File: config.mk
export PLATFORM = sky130hd
export DESIGN_NAME = mouse_stim_gen_flat
export DESIGN_NICKNAME = d
export VERILOG_FILES = /design/src/rtl/mouse_stim_if.sv /design/src/rtl/mouse_stim_gen.sv /design/src/flat_wrapper.sv
export SDC_FILE = /design/constraint.sdc
export NUM_CORES = 1
export LEC_CHECK = 0
export ABC_AREA = 0
export CORE_MARGIN = 10
export CORE_UTILIZATION = 40
export CTS_CLUSTER_DIAMETER = 200
export DETAILED_ROUTE_END_ITERATION = 16
export PLACE_DENSITY = 0.61
export SLEW_MARGIN = 20
export SYNTH_ARGS = -nofsm -noshare
export SYNTH_HDL_FRONTEND = slang
export SYNTH_SLANG_ARGS = --single-unit
File: constraint.sdc
create_clock -name clk -period 2.8 [get_ports clk]
set_clock_uncertainty 0.2 [all_clocks]
set_input_delay 0.42 -clock clk [delete_from_list [all_inputs] [get_ports clk]]
set_output_delay 0.42 -clock clk [all_outputs]
set_load 0.02 [all_outputs]
File: src/rtl/mouse_stim_if.sv
// mouse_stim_if -- control and cursor-output bundle for mouse_stim_gen.
//   enable, tick, mode : stimulus controls driven by the master side.
//   mouse_left         : left button, 1 = pressed.
//   mouse_xpos/ypos    : cursor position, XY_W bits each.
//   wrap_pulse         : one-cycle pulse when a full raster completes.
// The generator itself is the slave; whoever drives the controls is the master.
interface mouse_stim_if #(
  parameter int XY_W = 12
);
  logic            enable;
  logic            tick;
  logic [1:0]      mode;
  logic            mouse_left;
  logic [XY_W-1:0] mouse_xpos;
  logic [XY_W-1:0] mouse_ypos;
  logic            wrap_pulse;

  modport master (
    output enable, tick, mode,
    input  mouse_left, mouse_xpos, mouse_ypos, wrap_pulse
  );

  modport slave (
    input  enable, tick, mode,
    output mouse_left, mouse_xpos, mouse_ypos, wrap_pulse
  );
endinterface

File: src/rtl/mouse_stim_gen.sv
// mouse_stim_gen -- synthetic mouse stimulus for display/UI testing.
// On each enabled tick the cursor moves according to mode:
//   HOLD   : stay put, button released.
//   RASTER : left-to-right, top-to-bottom scan, wrap_pulse on full-frame wrap.
//   BOUNCE : each axis moves independently and reflects at 0 and its max.
//   CLICK  : BOUNCE motion plus a periodic left-button press pattern.
// Ports:
//   clk   : single clock, all state on its rising edge.
//   rst_n : asynchronous active-low reset.
//   bus   : mouse_stim_if slave modport (controls in, cursor/button out).
module mouse_stim_gen #(
  parameter int XY_W         = 12,
  parameter int X_MAX        = 799,
  parameter int Y_MAX        = 599,
  parameter int STEP         = 4,
  parameter int X_START      = 0,
  parameter int Y_START      = 0,
  parameter int CLICK_PERIOD = 16,
  parameter int CLICK_LEN    = 2
) (
  input  logic         clk,
  input  logic         rst_n,
  mouse_stim_if.slave  bus
);

  typedef enum logic [1:0] {
    MODE_HOLD   = 2'd0,
    MODE_RASTER = 2'd1,
    MODE_BOUNCE = 2'd2,
    MODE_CLICK  = 2'd3
  } mode_e;

  // One extra bit so pos+STEP can never overflow before the range check.
  localparam int W     = XY_W + 1;
  localparam int CNT_W = (CLICK_PERIOD > 2) ? $clog2(CLICK_PERIOD) : 1;

  localparam logic [W-1:0]     STEP_E   = W'(STEP);
  localparam logic [XY_W-1:0]  STEP_N   = XY_W'(STEP);
  localparam logic [W-1:0]     X_MAX_E  = W'(X_MAX);
  localparam logic [W-1:0]     Y_MAX_E  = W'(Y_MAX);
  localparam logic [XY_W-1:0]  X_RST    = XY_W'(X_START);
  localparam logic [XY_W-1:0]  Y_RST    = XY_W'(Y_START);
  localparam logic [CNT_W-1:0] CNT_LAST = CNT_W'(CLICK_PERIOD - 1);
  localparam logic [CNT_W-1:0] CNT_LEN  = CNT_W'(CLICK_LEN);

  logic [XY_W-1:0]  x_q, x_d, y_q, y_d;
  logic             x_dir_q, x_dir_d, y_dir_q, y_dir_d;
  logic             left_q, left_d;
  logic             wrap_q, wrap_d;
  logic [CNT_W-1:0] click_cnt_q, click_cnt_d;
  mode_e            mode_prev_q, mode_prev_d;

  // Raster axis step: returns {wrapped, new_pos}.
  function automatic logic [XY_W:0] raster_step(input logic [XY_W-1:0] pos,
                                                input logic [W-1:0]    lim);
    if (({1'b0, pos} + STEP_E) > lim) return {1'b1, {XY_W{1'b0}}};
    return {1'b0, pos + STEP_N};
  endfunction

  // Bounce axis step: dir 0 = moving +, 1 = moving -. Returns {new_dir, new_pos}.
  function automatic logic [XY_W:0] bounce_step(input logic [XY_W-1:0] pos,
                                                input logic            dir,
                                                input logic [W-1:0]    lim);
    if (!dir) begin
      if (({1'b0, pos} + STEP_E) > lim) return {1'b1, lim[XY_W-1:0]};
      return {1'b0, pos + STEP_N};
    end
    if ({1'b0, pos} < STEP_E) return {1'b0, {XY_W{1'b0}}};
    return {1'b1, pos - STEP_N};
  endfunction

  mode_e            mode_in;
  logic             step;
  logic [CNT_W-1:0] cnt_base, cnt_next;
  logic [XY_W:0]    rx, ry, bx, by;

  // Next-state logic. A mode change is detected against the mode of the last
  // step, so the click counter restarts before it advances on that same step.
  always_comb begin
    mode_in  = mode_e'(bus.mode);
    step     = bus.enable & bus.tick;
    cnt_base = (mode_in != mode_prev_q) ? '0 : click_cnt_q;
    cnt_next = (cnt_base == CNT_LAST) ? '0 : cnt_base + 1'b1;
    rx       = raster_step(x_q, X_MAX_E);
    ry       = raster_step(y_q, Y_MAX_E);
    bx       = bounce_step(x_q, x_dir_q, X_MAX_E);
    by       = bounce_step(y_q, y_dir_q, Y_MAX_E);

    x_d         = x_q;
    y_d         = y_q;
    x_dir_d     = x_dir_q;
    y_dir_d     = y_dir_q;
    left_d      = left_q;
    wrap_d      = 1'b0;
    click_cnt_d = click_cnt_q;
    mode_prev_d = mode_prev_q;

    if (step) begin
      mode_prev_d = mode_in;
      click_cnt_d = cnt_next;
      left_d      = 1'b0;
      unique case (mode_in)
        MODE_HOLD: begin
        end
        MODE_RASTER: begin
          x_d = rx[XY_W-1:0];
          // y only advances on an x wrap; both wrapping closes the frame.
          if (rx[XY_W]) begin
            y_d    = ry[XY_W-1:0];
            wrap_d = ry[XY_W];
          end
        end
        MODE_BOUNCE, MODE_CLICK: begin
          x_d     = bx[XY_W-1:0];
          x_dir_d = bx[XY_W];
          y_d     = by[XY_W-1:0];
          y_dir_d = by[XY_W];
          left_d  = (mode_in == MODE_CLICK) && (cnt_next != '0) &&
                    (cnt_next <= CNT_LEN);
        end
      endcase
    end
  end

  always_ff @(posedge clk or negedge rst_n) begin
    if (!rst_n) begin
      x_q         <= X_RST;
      y_q         <= Y_RST;
      x_dir_q     <= 1'b0;
      y_dir_q     <= 1'b0;
      left_q      <= 1'b0;
      wrap_q      <= 1'b0;
      click_cnt_q <= '0;
      mode_prev_q <= MODE_HOLD;
    end else begin
      x_q         <= x_d;
      y_q         <= y_d;
      x_dir_q     <= x_dir_d;
      y_dir_q     <= y_dir_d;
      left_q      <= left_d;
      wrap_q      <= wrap_d;
      click_cnt_q <= click_cnt_d;
      mode_prev_q <= mode_prev_d;
    end
  end

  assign bus.mouse_xpos = x_q;
  assign bus.mouse_ypos = y_q;
  assign bus.mouse_left = left_q;
  assign bus.wrap_pulse = wrap_q;

endmodule

File: src/flat_wrapper.sv
// flat-port wrapper written by rule: the top's interface ports become plain ports
module mouse_stim_gen_flat 
#(
  parameter int XY_W         = 12,
  parameter int X_MAX        = 799,
  parameter int Y_MAX        = 599,
  parameter int STEP         = 4,
  parameter int X_START      = 0,
  parameter int Y_START      = 0,
  parameter int CLICK_PERIOD = 16,
  parameter int CLICK_LEN    = 2
)
  (clk, rst_n, bus_enable, bus_tick, bus_mode, bus_mouse_left, bus_mouse_xpos, bus_mouse_ypos, bus_wrap_pulse);
  mouse_stim_if #(.XY_W(XY_W)) bus_i ();
  input  logic clk;
  input  logic rst_n;
  input wire logic [$bits(bus_i.enable)-1:0] bus_enable;
  input wire logic [$bits(bus_i.tick)-1:0] bus_tick;
  input wire logic [$bits(bus_i.mode)-1:0] bus_mode;
  output wire logic [$bits(bus_i.mouse_left)-1:0] bus_mouse_left;
  output wire logic [$bits(bus_i.mouse_xpos)-1:0] bus_mouse_xpos;
  output wire logic [$bits(bus_i.mouse_ypos)-1:0] bus_mouse_ypos;
  output wire logic [$bits(bus_i.wrap_pulse)-1:0] bus_wrap_pulse;
  assign bus_i.enable = bus_enable;
  assign bus_i.tick = bus_tick;
  assign bus_i.mode = bus_mode;
  assign bus_mouse_left = bus_i.mouse_left;
  assign bus_mouse_xpos = bus_i.mouse_xpos;
  assign bus_mouse_ypos = bus_i.mouse_ypos;
  assign bus_wrap_pulse = bus_i.wrap_pulse;
  mouse_stim_gen #(.XY_W(XY_W), .X_MAX(X_MAX), .Y_MAX(Y_MAX), .STEP(STEP), .X_START(X_START), .Y_START(Y_START), .CLICK_PERIOD(CLICK_PERIOD), .CLICK_LEN(CLICK_LEN)) u_core (.clk(clk), .rst_n(rst_n), .bus(bus_i));
endmodule
Word-level counts from Yosys, hierarchy flattened --
Index checks and enable logic that the tools add are counted.
Word-level totals: flip-flop bits (word level) 34, bits in latches 0, memory bits (writable) 0, memory bits (read-only) 0, input bits 6, output and inout port bits 26, word-level logic and storage cells 68, memories kept 0
Cells by class: add/subtract/negate cells 7, $mul 0, divide/modulo/power cells 0, $lt $le $gt $ge 5, eq/ne operators 6, shifts and indexed selects 0, muxes and demuxes 33, bitwise gates (word level) 1, reductions and logical operators 8
Operator list (number):
- 13-bit two-way mux | 16
- 12-bit case mux with 2 select lines | 2
- 12-bit by 3-bit adder with 13-bit output (second input constant) | 2
- 13-bit by 10-bit greater-than comparator with 1-bit output (second input constant) | 2
- 12-bit by 3-bit adder with 12-bit output (second input constant) | 2
- 12-bit by 3-bit < comparator with 1-bit output (second input constant) | 2
- 12-bit by 3-bit subtractor with 12-bit output (second input constant) | 2
- 1-bit two-way mux | 12
- 12-bit two-way mux | 1
- 4-bit two-way mux | 2
- 4-bit by 1-bit adder with 4-bit output (second input constant) | 1
- 2-bit == test (second input constant) | 2
- 4-bit == test (second input constant) | 1
- 4-bit by 2-bit <= comparator with 1-bit output (second input constant) | 1
- 2-bit AND reduction | 2
- 4-bit nonzero test | 1
- 3-bit AND reduction | 1
- 2-bit by 1-bit == test with 1-bit output (second input constant) | 1
- 1-bit logical AND | 2
- 2-bit by 1-bit != test with 1-bit output (second input constant) | 1
- 2-bit != test | 1
- 2-bit nonzero test | 1
- 2-bit OR reduction | 1
- 1-bit AND | 1

Longest topological paths before layout --
depth after elaboration 10, depth in mapped cells 11, gate-level depth less buffers 9

Least setup slack after synthesis --
Ideal clock, no wire load.
path type reg-to-reg, start point reg u_core.x_q[3], in the netlist u_core.bus.mouse_xpos[3], end point reg u_core.y_q[8], in the netlist u_core.bus.mouse_ypos[8], library setup time 121 ps, data arrival time 2502 ps, required time 2479 ps, setup slack -23 ps, stages on the path, launching flop included 11, path buffers 2, clock period less this slack 2823 ps, path through dfrtp_1 ha_1 buf_2 nand3_1 nor3_1 mux2i_1 a21oi_4 a21o_1 buf_2 a211o_1 a22o_1
On the way: longest elaborated chain between the ends 6
Ends and longest elaborated chain:
- from (decl) | line mouse_stim_gen.sv:46 | logic [XY_W-1:0] x_q, x_d, y_q, y_d;
- from (signal assigned) | line mouse_stim_gen.sv:127 | x_q <= X_RST;
- from (signal assigned) | line mouse_stim_gen.sv:136 | x_q <= x_d;
- 12-bit by 3-bit adder with 13-bit output | line mouse_stim_gen.sv:56 | if (({1'b0, pos} + STEP_E) > lim) return {1'b1, {XY_W{1'b0}}};
- 13-bit by 10-bit greater-than comparator with 1-bit output | line mouse_stim_gen.sv:56
- 1-bit two-way mux | line mouse_stim_gen.sv:56
- 13-bit two-way mux | line mouse_stim_gen.sv:57 | return {1'b0, pos + STEP_N};
- 2-bit by 1-bit != test with 1-bit output (no line)
- 3-bit AND reduction (no line)
- to (signal assigned) | line mouse_stim_gen.sv:137 | y_q <= y_d;
- to (decl) | line mouse_stim_gen.sv:46
No other way between the ends. A chain may end at the register's enable or synchronous reset.

Worst setup path after layout --
start point reg u_core.y_q[2], in the netlist u_core.bus.mouse_ypos[2], end point reg u_core.y_q[4], in the netlist u_core.bus.mouse_ypos[4]
On the way: longest elaborated chain between the ends 10, elaborated cells between the ends (all ways) 17, those cells by class add/sub (3); order compare (2); mux (12)
Ends and longest elaborated chain:
- 12-bit by 3-bit adder with 13-bit output | line mouse_stim_gen.sv:56, mouse_stim_gen.sv:65
- 13-bit by 10-bit greater-than comparator with 1-bit output | line mouse_stim_gen.sv:56, mouse_stim_gen.sv:65
- 1-bit two-way mux | line mouse_stim_gen.sv:56, mouse_stim_gen.sv:65
- 1-bit two-way mux | line mouse_stim_gen.sv:64 | if (!dir) begin
- 13-bit two-way mux | line mouse_stim_gen.sv:66 | return {1'b0, pos + STEP_N};
- 13-bit two-way mux | line mouse_stim_gen.sv:64
- 13-bit two-way mux | line mouse_stim_gen.sv:68 | if ({1'b0, pos} < STEP_E) return {1'b0, {XY_W{1'b0}}};
- 13-bit two-way mux | line mouse_stim_gen.sv:69 | return {1'b1, pos - STEP_N};
- 13-bit two-way mux | line mouse_stim_gen.sv:68
- 12-bit case mux with 2 select lines (*) | line mouse_stim_gen.sv:102 | unique case (mode_in)
Mark *: on every way between the ends. The rest lies on a longest branch, timed or not. The select of a mux whose other input is x is not followed.

==> summary.txt <==
Cells and area
  • ANT cells: 0
  • Finished Layout Cells: about 460
  • Share of cells above drive strength 1: 0.157
  • Finished Core Util: 0.512
  • Final Net Count: a little under 400
  • Area grow syn2layout: 23.8%

Power and ir drop
  • Sequential Power Share: 0.307
  • Power Density: around 700 mW/mm²
  • Logic pwr share: 0.503
  • Clock network fraction of design power: 0.190
  • Net Sw Power: 958 µW
  • P_int: 1.33 mW
  • Leak Pwr: between 1 and 1.5 nW
  • Peak supply drop: between 400 and 500 µV
  • Sw Share: 0.419

Worst setup path
  • Reg2reg start: u_core.bus.mouse_ypos[2]$_DFFE_PN0P_
  • Kind of critical path: reg2reg
  • Startpoint Class: flip-flop
  • Worst Setup End Kind: flip-flop
  • CP Data Required Time: about 2.8 ns
  • CP Data Arrival Time: around 2.6 ns
  • Crit path max fanout: 6
  • Setup crit start: u_core.bus.mouse_ypos[2]$_DFFE_PN0P_

Yosys
  • Syn. warnings: 0
  • Net Count, Synth: between 300 and 400
  • Sequential share of the synthesized area: 0.303
  • Post-synth EDFFs: 0
  • Mapped Avg Cell Area: between 7 and 8 µm²
  • Unique masters post-synth: 62
  • Post-Syn Instances: 337
  • Post-Syn Area: roughly 0.0026 mm²
  • Synth top area cells: dfrtp_1, nand2_1, o21ai_0, nor2_1, a21oi_1
  • Synth Flop Type: dfrtp_1
  • Synth area leader: dfrtp_1
  • Post-synth top area share: 0.303
  • Yosys reg bits: 32
  • Asr flop ratio synth: 1.00

Placed design
  • Placed cells: about 450
  • Placement Setup Slack: about 0.047 ns
  • Dpl hpwl: between 5000 and 6000 µm
  • Final GP Congestion: 0.908
  • Port Buffers: 31

Timing
  • Final period util: 0.938
  • Finish-stage setup viols: 0
  • Pins over their slew limit: 0
  • Worst slew pin tran: about 0.43 ns
  • Final-report hold violation count: 0
  • Setup_tns: 0 ns
  • Final Critical Period: roughly 2.6 ns
  • Fmax: 381 MHz
  • Unrepaired setup endpoints after global routing: false
  • Slew margin rel.: 0.711
  • Fin worst setup slack: around 0.17 ns

CTS
  • TritonCTS Buffers: 5
  • CTS root buf: clkbuf_8
  • H-tree levels: 2
  • Worst skew pair latency: around 0.28 ns
  • CTS tree: done
  • Post-CTS Hold Buffers: 0
  • CTS clock-pin slew for the worst setup and hold paths: about 0.07 ns
  • Clock tree buffer depth: 2
  • Clk sink count: 32

Global routing
  • Number of global-route vias before repair: approximately 2400
  • GR Util met2: 0.220
  • Global-route wire length before repair: 12400 µm
  • GRT overflow: 0
  • Met3 Use GR: 0.0306
  • Global route hottest layer: met2
  • Largest net degree at the start of global routing: 33
  • Met1 Resource Use GR: 0.205
  • Initial antenna violation count: 0
  • Gr usage total: 0.145

Floorplan
  • Starting Density: 0.413
  • IO Pins: 32
  • Row count: 29
  • Die ar.: about 0.01 mm²
  • Die Ht: 101 µm
  • Core area: between 0.006 and 0.007 mm²
  • DIE WIDTH: about 100 µm

Routing
  • Initial DRC Count: 166
  • WL/cell: approximately 16 µm
  • Final WL: 7390 µm
  • DRC viols: 0
  • Final ANT Viol Nets: 0
  • Via count: between 2000 and 3000
  • Vias/cell: about 5.9
  • Initial DRT Pass Iterations: 5

Flow run
  • # Max-Cap Violations: 0

Hold path
  • Hold WC Path Type: reg2reg
  • Hold path start: u_core.bus.mouse_left$_DFFE_PN0P_

Outcome
  • Status: finished, final reports clean
synth_stat cells (2+ instances only):
library cell,count
nor4bb_1,2
nand4_1,5
a21o_1,3
o221ai_1,3
nor3b_1,3
a22o_1,3
nor4_1,2
a32o_1,3
nor2_1,29
a211o_1,5
nand3_1,12
o21ai_0,26
nor3_1,14
a21oi_1,21
a31oi_1,8
o31ai_1,2
ha_1,8
clkbuf_1,8
and2_1,7
nor2b_1,5
buf_4,5
and3_1,5
buf_2,10
or2_2,3
xnor2_1,4
o211ai_1,3
xor2_1,8
mux2i_1,2
o21a_1,2
dfrtp_1,32
a211oi_1,4
o22ai_1,6
nand2_1,41
nand2b_1,3
inv_1,13
layout by cell type (no fill, tap or decap), types with 4 or more instances in the layout:
cell,n
a211o_1,5
a211oi_1,4
a21oi_1,21
a31oi_1,8
and2_1,7
and3_1,5
buf_4,30
clkbuf_8,5
clkdlybuf4s50_1,31
dfrtp_1,31
ha_1,6
inv_1,13
nand2_1,39
nand3_1,12
nand4_1,5
nor2_1,28
nor2b_1,5
nor3_1,14
o21ai_0,26
o22ai_1,6
xnor2_1,4
xor2_1,8
path summary, 6_finish.rpt:
check                                                  endpoint  slack (ns)  cells after the start
max                        u_core.bus.mouse_ypos[4]$_DFFE_PN0P_        0.17                      9
min                           u_core.bus.mouse_left$_DFFE_PN0P_        0.27                      2
max reg2reg                u_core.bus.mouse_ypos[4]$_DFFE_PN0P_        0.17                      9
min reg2reg                   u_core.bus.mouse_left$_DFFE_PN0P_        0.27                      2
min in group asynchronous  u_core.bus.mouse_xpos[5]$_DFFE_PN0P_        0.34                      2
max in group asynchronous  u_core.bus.mouse_xpos[3]$_DFFE_PN0P_        1.73                      2
per-stage QoR:
| stage | hold WS, ns | power (mW) | area, µm² |
|---|---|---|---|
| floorplan | -0.0756 | 1.43 | 2640 |
| global placement | 0.258 | 1.84 | 3140 |
| detailed placement | 0.265 | 1.84 | 3140 |
| CTS | 0.281 | 2.29 | 3250 |
| global route | 0.302 | 2.44 | 3270 |
| finish | 0.271 | 2.29 | 3270 |
sequential cells by signal, indices dropped and copies added (netlist names):
signal and count:
u_core.y_dir_q 1, u_core.bus.wrap_pulse 1, u_core.mode_prev_q 2, u_core.bus.mouse_xpos 11, u_core.x_dir_q 1, u_core.bus.mouse_ypos 11, u_core.bus.mouse_left 1, u_core.click_cnt_q 4
cell families (layout without fill, tap and decap cells):
| family | Yosys count | in the layout | share of synthesized area |
|---|---|---|---|
| buffers and inverters | 37 | 82 | 0.0673 |
| flip-flops | 32 | 32 | 0.303 |
| AND/OR/NAND/NOR | 143 | 143 | 0.279 |
| multiplexers | 2 | 2 | 0.00759 |
| XOR/XNOR | 12 | 12 | 0.0398 |
| adder cells (fa/ha/maj) | 8 | 8 | 0.0379 |
| AO/OA/AOI/OAI | 103 | 103 | 0.265 |
layer usage:
metal | wire length (µm) | vias up
met1 | 3510 | 1293
met5 | 0 | -
li1 | - | 1320
met4 | 68 | 0
met2 | 3330 | 94
met3 | 490 | 6
layout make-up:
| class | instances | area [µm²] |
|---|---|---|
| clock buffer | 6 | 72.6 |
| clock inverter | 2 | 35.0 |
| fill | 620 | 3120 |
| inverter | 13 | 48.8 |
| multi-input combinational | 268 | 1680 |
| sequential | 32 | 802 |
| tap | 77 | 96.3 |
| timing repair buffer | 61 | 536 |
critical path, stage by stage (launching register included):
cell and delay (ns):
dfrtp_1 0.44, inv_1 0.16, ha_2 0.26, or3b_2 0.48
nor2_2 0.18, nand2_2 0.14, a311o_1 0.37, o21ai_0 0.08
a211o_1 0.15, o22ai_1 0.06
power groups by stage:
stage / Combinational, mW / Sequential [mW] / Clock (mW)
3_3_place_gp: 1.13 / 0.709 / 0
4_1_cts: 1.14 / 0.699 / 0.449
3_5_place_dp: 1.13 / 0.707 / 0
5_1_grt: 1.25 / 0.724 / 0.469
2_1_floorplan: 0.691 / 0.738 / 0
6_report: 1.15 / 0.702 / 0.435
timing repair:
item / in CTS / in global routing
setup buffers: 0 / 0
endpoints found under the setup margin: 0 / 7
gates resized for setup: 0 / 7
(Power assumes the default switching activity.)
